`config.mk`:
```
export PLATFORM = sky130hd
export DESIGN_NAME = uart_tx_scheduler
export DESIGN_NICKNAME = d
export VERILOG_FILES = /design/src/rtl/uart_tx_scheduler.sv
export SDC_FILE = /design/constraint.sdc
export NUM_CORES = 1
export LEC_CHECK = 0
export CAP_MARGIN = 20
export CORE_MARGIN = 3
export CORE_UTILIZATION = 30
export DETAILED_ROUTE_END_ITERATION = 16
export PLACE_DENSITY = 0.47
export SLEW_MARGIN = 20
export SYNTH_ARGS = -nofsm -noshare
export SYNTH_HDL_FRONTEND = slang
export SYNTH_SLANG_ARGS = --single-unit
export TNS_END_PERCENT = 50
```
`constraint.sdc`:
```
create_clock -name uart_sampling_clk -period 3.7 [get_ports uart_sampling_clk]
set_clock_uncertainty 0.1 [all_clocks]
set_input_delay 0.37 -clock uart_sampling_clk [delete_from_list [all_inputs] [get_ports uart_sampling_clk]]
set_output_delay 0.37 -clock uart_sampling_clk [all_outputs]
set_load 0.05 [all_outputs]
```
`src/rtl/uart_tx_scheduler.sv`:
```
// uart_tx_scheduler
// Arbitrates three requesters (resend, classification result, training ack)
// for one UART transmitter. Each grant becomes a 5-byte frame:
//   START(ff) TYPE PAYLOAD CHECKSUM STOP(bb)
// Bytes go to the shifter one at a time with a tx_start/tx_done handshake.
// A per-byte timeout drops the frame if tx_done never comes.
//
// Ports
//   uart_sampling_clk  clock, rising edge
//   rst                asynchronous active-high reset
//   resend_req         pulse, host must resend last packet
//   result_req         pulse, classification result ready
//   result_label[7:0]  label, valid with result_req
//   ack_req            pulse, training packet accepted
//   overrun_clr        synchronous clear of overrun
//   tx_done            pulse, current byte fully shifted out
//   tx_start           pulse, transmitter loads tx_byte
//   tx_byte[7:0]       byte to send, stable until tx_done or abort
//   busy               frame in progress
//   frame_done         pulse after STOP byte's tx_done
//   tx_timeout         pulse when a frame is aborted
//   overrun            sticky, request arrived while same type pending
module uart_tx_scheduler #(
    parameter int unsigned TIMEOUT = 2000
) (
    input  logic       uart_sampling_clk,
    input  logic       rst,
    input  logic       resend_req,
    input  logic       result_req,
    input  logic [7:0] result_label,
    input  logic       ack_req,
    input  logic       overrun_clr,
    input  logic       tx_done,
    output logic       tx_start,
    output logic [7:0] tx_byte,
    output logic       busy,
    output logic       frame_done,
    output logic       tx_timeout,
    output logic       overrun
);

    // Abort fires on the edge where the counter would become TIMEOUT-1.
    localparam logic [16:0] TIMEOUT_LAST = 17'(TIMEOUT - 1);

    typedef enum logic [1:0] {StIdle, StSend, StWait} state_e;

    state_e      r_state,      w_state_d;
    logic [2:0]  r_idx,        w_idx_d;
    logic [15:0] r_cnt,        w_cnt_d;
    logic        r_pend_resend, w_pend_resend_d;
    logic        r_pend_result, w_pend_result_d;
    logic        r_pend_ack,    w_pend_ack_d;
    logic [7:0]  r_label,      w_label_d;
    logic [7:0]  r_type,       w_type_d;
    logic [7:0]  r_payload,    w_payload_d;
    logic [7:0]  r_csum,       w_csum_d;
    logic        r_tx_start,   w_tx_start_d;
    logic [7:0]  r_tx_byte,    w_tx_byte_d;
    logic        r_busy,       w_busy_d;
    logic        r_frame_done, w_frame_done_d;
    logic        r_tx_timeout, w_tx_timeout_d;
    logic        r_overrun,    w_overrun_d;

    logic        w_load;
    logic [16:0] w_cnt_inc;

    assign w_cnt_inc = {1'b0, r_cnt} + 17'd1;

    always_comb begin
        w_state_d       = r_state;
        w_idx_d         = r_idx;
        w_cnt_d         = r_cnt;
        w_pend_resend_d = r_pend_resend;
        w_pend_result_d = r_pend_result;
        w_pend_ack_d    = r_pend_ack;
        w_type_d        = r_type;
        w_payload_d     = r_payload;
        w_csum_d        = r_csum;
        w_frame_done_d  = 1'b0;
        w_tx_timeout_d  = 1'b0;
        w_load          = 1'b0;

        case (r_state)
            StIdle: begin
                if (r_pend_resend || r_pend_result || r_pend_ack) begin
                    if (r_pend_resend) begin
                        w_pend_resend_d = 1'b0;
                        w_type_d        = 8'hcc;
                        w_payload_d     = 8'h00;
                    end else if (r_pend_result) begin
                        w_pend_result_d = 1'b0;
                        w_type_d        = 8'h0f;
                        w_payload_d     = r_label;
                    end else begin
                        w_pend_ack_d    = 1'b0;
                        w_type_d        = 8'hf0;
                        w_payload_d     = 8'h00;
                    end
                    w_csum_d  = w_type_d + w_payload_d;
                    w_idx_d   = 3'd0;
                    w_state_d = StSend;
                    w_load    = 1'b1;
                end
            end
            StSend: begin
                w_state_d = StWait;
                w_cnt_d   = 16'd0;
            end
            StWait: begin
                // tx_done takes precedence over an expiring counter.
                if (tx_done) begin
                    if (r_idx == 3'd4) begin
                        w_frame_done_d = 1'b1;
                        w_state_d      = StIdle;
                    end else begin
                        w_idx_d   = r_idx + 3'd1;
                        w_state_d = StSend;
                        w_load    = 1'b1;
                    end
                end else if (w_cnt_inc >= TIMEOUT_LAST) begin
                    w_tx_timeout_d = 1'b1;
                    w_state_d      = StIdle;
                end else begin
                    w_cnt_d = w_cnt_inc[15:0];
                end
            end
            default: begin
                w_state_d = StIdle;
            end
        endcase

        // New requests are applied after the grant clear so a request on the
        // grant edge (or during its own frame) re-arms the flag.
        if (resend_req) begin
            w_pend_resend_d = 1'b1;
        end
        if (result_req) begin
            w_pend_result_d = 1'b1;
        end
        if (ack_req) begin
            w_pend_ack_d = 1'b1;
        end
    end

    // Outputs and side registers.
    always_comb begin
        w_label_d = result_req ? result_label : r_label;

        w_overrun_d = r_overrun;
        if (overrun_clr) begin
            w_overrun_d = 1'b0;
        end
        if ((resend_req && r_pend_resend) || (result_req && r_pend_result) ||
            (ack_req && r_pend_ack)) begin
            w_overrun_d = 1'b1;
        end

        w_tx_start_d = w_load;
        w_tx_byte_d  = r_tx_byte;
        if (w_load) begin
            case (w_idx_d)
                3'd0:    w_tx_byte_d = 8'hff;
                3'd1:    w_tx_byte_d = w_type_d;
                3'd2:    w_tx_byte_d = w_payload_d;
                3'd3:    w_tx_byte_d = w_csum_d;
                3'd4:    w_tx_byte_d = 8'hbb;
                default: w_tx_byte_d = 8'h00;
            endcase
        end

        w_busy_d = (w_state_d != StIdle);
    end

    always_ff @(posedge uart_sampling_clk or posedge rst) begin
        if (rst) begin
            r_state       <= StIdle;
            r_idx         <= 3'd0;
            r_cnt         <= 16'd0;
            r_pend_resend <= 1'b0;
            r_pend_result <= 1'b0;
            r_pend_ack    <= 1'b0;
            r_label       <= 8'h00;
            r_type        <= 8'h00;
            r_payload     <= 8'h00;
            r_csum        <= 8'h00;
            r_tx_start    <= 1'b0;
            r_tx_byte     <= 8'h00;
            r_busy        <= 1'b0;
            r_frame_done  <= 1'b0;
            r_tx_timeout  <= 1'b0;
            r_overrun     <= 1'b0;
        end else begin
            r_state       <= w_state_d;
            r_idx         <= w_idx_d;
            r_cnt         <= w_cnt_d;
            r_pend_resend <= w_pend_resend_d;
            r_pend_result <= w_pend_result_d;
            r_pend_ack    <= w_pend_ack_d;
            r_label       <= w_label_d;
            r_type        <= w_type_d;
            r_payload     <= w_payload_d;
            r_csum        <= w_csum_d;
            r_tx_start    <= w_tx_start_d;
            r_tx_byte     <= w_tx_byte_d;
            r_busy        <= w_busy_d;
            r_frame_done  <= w_frame_done_d;
            r_tx_timeout  <= w_tx_timeout_d;
            r_overrun     <= w_overrun_d;
        end
    end

    assign tx_start   = r_tx_start;
    assign tx_byte    = r_tx_byte;
    assign busy       = r_busy;
    assign frame_done = r_frame_done;
    assign tx_timeout = r_tx_timeout;
    assign overrun    = r_overrun;

endmodule

```
==> results of run 1 <==
-- report_power, final --
part	switching, mW	internal [mW]
Clock	0.326	0.538
Sequential	0.155	0.992
Combinational	0.896	0.538
-- area by class of cell --
class / instances / share of cell area [%]
multi-input combinational: 274 / 41.5
sequential: 69 / 38.3
timing repair buffer: 32 / 7.11
clock buffer: 10 / 5.31
tap: 168 / 4.67
inverter: 21 / 1.75
clock inverter: 6 / 1.36
-- state kept, by name, summed over array words and instances, names as in the netlist --
signal         count
frame_done         1
tx_start           1
r_pend_result      1
tx_byte            8
r_idx              3
r_label            8
r_pend_ack         1
overrun            1
r_pend_resend      1
r_cnt             16
r_payload          8
r_csum             8
r_state            2
busy               1
tx_timeout         1
r_type             8
-- cells in the final DEF, fill, tap and decap left out, types with 6 or more instances in the layout --
cell	n
a21o_1	12
a21oi_1	21
and2_1	9
and3_1	7
clkbuf_16	9
clkdlybuf4s50_1	27
dfrtp_1	69
ha_1	11
inv_1	16
mux2_2	15
nand2_1	46
nand3_1	9
nor2_1	25
nor3_1	6
o21ai_0	17
-- routing by layer --
| metal | global-route usage, % | part of all wire (%) | vias up |
|---|---|---|---|
| met5 | 0 | 0 | - |
| met4 | 2.93 | 1.2 | 0 |
| met3 | 4.13 | 3.4 | 10 |
| met2 | 21.5 | 48 | 39 |
| met1 | 17.3 | 47 | 1359 |
| li1 | - | - | 1408 |
-- cell families (layout without fill, tap and decap cells) --
group	Yosys count	after routing	synth area share [%]
and+or+nand+nor	134	134	18.2
AOI/OAI and AO/OA	101	101	19.8
DFF	69	69	45.8
buffers and inverters	40	69	4.62
muxes	19	19	5.55
adders and majority gates	12	12	4.18
xor gates and xnor gates	8	8	1.86
-- cells in the mapped netlist, types with 3 or more instances --
| cell type | count |
|---|---|
| nand4_2 | 3 |
| nand2b_1 | 5 |
| nor4_1 | 3 |
| nand2_1 | 46 |
| mux2i_1 | 4 |
| o21a_1 | 5 |
| nor3_1 | 6 |
| or2_2 | 5 |
| o21ai_0 | 17 |
| o21ai_1 | 4 |
| xnor2_1 | 3 |
| nand3_1 | 9 |
| nor2b_1 | 4 |
| inv_2 | 4 |
| o2111ai_1 | 3 |
| buf_2 | 9 |
| ha_1 | 11 |
| mux2_2 | 15 |
| xor2_1 | 5 |
| o31ai_1 | 5 |
| and2_1 | 9 |
| a21o_1 | 12 |
| a21oi_1 | 21 |
| clkbuf_1 | 7 |
| dfrtp_1 | 69 |
| inv_1 | 17 |
| nor2_1 | 25 |
| a221o_1 | 5 |
| or3_1 | 3 |
| and3_1 | 7 |
-- critical path, cell delays in order, from the launching register on --
cell and delay (ps):
dfrtp_1 460, nor2b_1 410, buf_4 240, ha_1 180, inv_1 60, fa_1 410
nor2b_1 130, o21a_1 140, o21a_1 130, o31ai_1 100, nand3_1 100, nand2_1 60
a221o_1 320
-- worst max path at each step --
stage                               from                     end  slack (ps)  cells after the start
2_1_floorplan  r_pend_resend$_DFFE_PP0P_  tx_byte[5]$_DFFE_PP0P_        1100                     12
3_3_place_gp   r_pend_result$_DFFE_PP0P_  tx_byte[4]$_DFFE_PP0P_         730                     12
3_5_place_dp                     tx_done  tx_byte[4]$_DFFE_PP0P_         710                      9
4_1_cts        r_pend_result$_DFFE_PP0P_  tx_byte[4]$_DFFE_PP0P_         690                     12
5_1_grt        r_pend_result$_DFFE_PP0P_  tx_byte[4]$_DFFE_PP0P_         490                     12
6_report       r_pend_result$_DFFE_PP0P_  tx_byte[4]$_DFFE_PP0P_         750                     12
==> out/summary.txt, run 1 <==
Run status: complete, no violations
Clock Tree Buf Depth: 2
Die area: 13900 um^2
Chip height: 118 um
Hold Crit Start: r_type[2]$_DFF_PP0_
Layout cells sized above 1: 14.1%
CTS tree: yes
Post-layout util: 37.0%
DP Area: 4200 um^2
Num CTS Buffers: 9
Initial antenna violation count: 0
Post-CTS Hold Fix Bufs: 0
Leakage Power: 2.04 nW
Pwr dens: 765 nW/um^2
Area of the multi-input gates: 1870 um^2
Pin count of the biggest net entering global routing: 36
Syn_area_per_cell: 9.84 um^2
Post-CTS setup buffers: 0
Min-delay worst type: register to register
Overall power: 3.45 mW
Initial Util: 31.0%
Die X: 118 um
Setup WS pre-CTS: 715 ps
Syn Nets: 410
Hold EP: r_type[2]$_DFF_PP0_
Routed WL per cell: 15.0 um
Register Area: 1730 um^2
# port buffers: 27
Hold-critical path depth: 1
Seq/Total Area, Yosys: 45.8%
Min Hold Slack: 380 ps
Post-Synthesis Cell Area: 3770 um^2
Reg-to-Reg Start: r_pend_result$_DFFE_PP0P_
Max-slew violations: 0
Peak Freq: 338 MHz
Post-synth top flop: dfrtp_1
Number of synthesized flops with an enable pin: 0
Worst reg2reg path endpoint: tx_byte[4]$_DFFE_PP0P_
MaxCap Viol Count: 0
H-tree depth: 3
Unique masters post-synth: 65
Nets: 434
Number of global-route vias before repair: 2848
RePlAce Congestion: 0.852
Fin worst setup slack: 745 ps
Layout area overhead: 19.5%
Post-DP HPWL: 6.41 mm
Routed Antenna Nets: 0
Area contributors post-synth: dfrtp_1 46%, nand2_1 4.6%, mux2_2 4.5%, ha_1 3.7%, a21oi_1 2.8%
Endpoint type of the worst setup path: register
WS Path Type: register to register
Dominant cell type by area after synthesis: dfrtp_1
Clock sink total: 69
First-pass GRT wire length: 14.9 mm
Synth Register Bits: 69
I/O pins: 28
Fillers: 1230
Worst setup SP type: register
ANT cells: 0
Post-CTS resize count: 0
Std-Cell Rows: 40
Post-synth ARST share: 100%
Final setup fails: 0
Least-Margin Pin Slew: 773 ps
Via Count: 2816
Post-route setup TNS: 0 ps
GRT overflow: 0
Worst slew margin: 48.4%
Ys Warns: 0
Final hold vios: 0
Minimum clock period: 2950 ps
Final wirelength: 8.70 mm
DRC Markers: 0
Vias per cell: 4.86
Post-Synthesis Cells: 383
Later-pin clock latency in the skew report: 330 ps
Post-route non-filler standard cell count: 580
CP arrival: 3070 ps
Placed Cells: 564
1st-pass router iterations: 4
RSZ-0062 raised after global routing: false
Synth top area share: 45.8%
Reg-to-reg slack, setup: 750 ps
Clock-pin slew on the worst setup and hold paths: 60 ps
Peak VDD IR: 0.510 mV
Design area: 4500 um^2
Core area: 12200 um^2
Iter 0 DRT Violations: 185
Crit path max fanout: 8
CP required: 3810 ps
Final period util: 79.9%
Worst reg2reg path depth: 12
Root Buffer Master: clkbuf_16
Global-route usage over all layers: 13.2%
Note: power is estimated with default switching activity, not from simulation.
==> run 2, diff against run 1 <==
clock period = 3.1 ns   (was 3.7 ns; I/O delays follow)
==> out/summary.txt, run 2 (same netlist as run 1, synthesis figures left out) <==
Routed WL per cell: 15.2 um
Post-CTS resize count: 0
RePlAce Congestion: 0.845
Power Internal: 2.66 mW
Commonest non-fill, non-tap cell in the layout: dfrtp_1
Post-CTS setup buffers: 0
Routed Antenna Nets: 0
Fillers: 1257
Reg-to-reg slack, setup: 290 ps
Overall power: 4.32 mW
Via Count: 2892
Most frequent cells in the layout: 69 x dfrtp_1, 46 x nand2_1, 27 x clkdlybuf4s50_1
Global-route usage over all layers: 13.6%
Max reg flops: 16
Largest reg by FF count: r_cnt
I/O pins: 28
Chip height: 118 um
Reg-to-Reg Start: r_cnt[1]$_DFFE_PP0P_
Final hold vios: 0
# port buffers: 27
Num CTS Buffers: 9
Die area: 13900 um^2
Gate power share: 41.5%
Least-Margin Pin Slew: 499 ps
Final wirelength: 8.98 mm
Core area: 12200 um^2
Std-Cell Rows: 40
MaxCap Viol Count: 0
Max-slew violations: 0
Post-CTS Hold Fix Bufs: 0
Worst slew margin: 66.6%
Clock sink total: 69
CTS tree: yes
H-tree depth: 3
Clock share of power: 27.0%
RSZ-0062 raised after global routing: false
CP required: 3240 ps
Post-layout util: 37.9%
Sequential share of power: 31.5%
Crit path max fanout: 9
GRT overflow: 0
Post-DP HPWL: 6.70 mm
Initial antenna violation count: 0
Clock Tree Buf Depth: 2
Post-route setup TNS: 0 ps
Min Hold Slack: 298 ps
DRC Markers: 0
Clock-pin slew on the worst setup and hold paths: 60 ps
Pin count of the biggest net entering global routing: 37
Peak Freq: 356 MHz
CP arrival: 2950 ps
Final setup fails: 0
Layout cells sized above 1: 16.1%
Layout area overhead: 22.4%
Leakage Power: 2.11 nW
Worst reg2reg path depth: 9
Iter 0 DRT Violations: 146
Pwr dens: 936 nW/um^2
1st-pass router iterations: 5
Worst setup SP type: register
Peak VDD IR: 0.453 mV
WS Path Type: register to register
ANT cells: 0
First-pass GRT wire length: 15.2 mm
Number of global-route vias before repair: 2958
Nets: 444
Initial Util: 31.0%
Min-delay worst type: primary input to async pin
Vias per cell: 4.90
Final period util: 90.7%
Run status: complete, no violations
Minimum clock period: 2810 ps
Later-pin clock latency in the skew report: 330 ps
Worst reg2reg path endpoint: r_cnt[2]$_DFFE_PP0P_
Net load switching power: 1.66 mW
Endpoint type of the worst setup path: register
Switching share of power: 38.4%
Die X: 118 um
Root Buffer Master: clkbuf_16
-- run 2: worst max-delay path by stage --
stage	startpoint	end	slack, ps
4_1_cts	r_cnt[1]$_DFFE_PP0P_	r_cnt[2]$_DFFE_PP0P_	270
2_1_floorplan	r_pend_resend$_DFFE_PP0P_	tx_byte[5]$_DFFE_PP0P_	500
3_5_place_dp	r_cnt[1]$_DFFE_PP0P_	r_cnt[2]$_DFFE_PP0P_	270
6_report	r_cnt[1]$_DFFE_PP0P_	r_cnt[2]$_DFFE_PP0P_	290
5_1_grt	r_cnt[1]$_DFFE_PP0P_	r_cnt[2]$_DFFE_PP0P_	50
3_3_place_gp	r_pend_result$_DFFE_PP0P_	tx_byte[4]$_DFFE_PP0P_	330
-- run 2: power groups by stage --
stage / combinational (mW) / clock, mW / sequential [mW]
floorplan: 1.11 / 0 / 1.52
global placement: 1.81 / 0 / 1.37
detailed placement: 1.81 / 0 / 1.38
CTS: 1.82 / 1.20 / 1.36
global route: 2.00 / 1.24 / 1.40
finish: 1.79 / 1.17 / 1.36
-- run 2: critical path, stage by stage, from the launching register on --
cell and delay, ps:
dfrtp_1 460, ha_1 340, inv_1 140, or3_1 440, o311ai_2 260, o2111ai_2 220, o211ai_4 370, buf_4 220
o211ai_1 90, o31ai_1 80
-- run 2: layout make-up --
cell class / instances / area (um^2) / share of cell area (%)
flip-flops and latches: 69 / 1730 / 37.4
clock buffers: 13 / 280 / 6.08
clock inverters: 3 / 65.1 / 1.41
inverters: 21 / 78.8 / 1.71
repair buffers: 42 / 383 / 8.30
multi-input cells: 274 / 1870 / 40.5
well taps: 168 / 210 / 4.56
-- run 2: routing by layer --
| layer | vias up | global-route usage [%] | part of all wire (%) |
|---|---|---|---|
| met5 | - | 0 | 0 |
| met4 | 0 | 3.30 | 0.89 |
| met3 | 11 | 3.36 | 3.4 |
| met2 | 54 | 23.9 | 51 |
| met1 | 1398 | 16.8 | 45 |
| li1 | 1429 | - | - |
-- run 2: through the flow --
step	area (um^2)	instances	setup slack, ps
detailed placement	4270	574	274
global placement	4270	574	330
floorplan	3770	383	503
CTS	4610	590	271
global route	4610	590	46.6
finish	4610	590	288
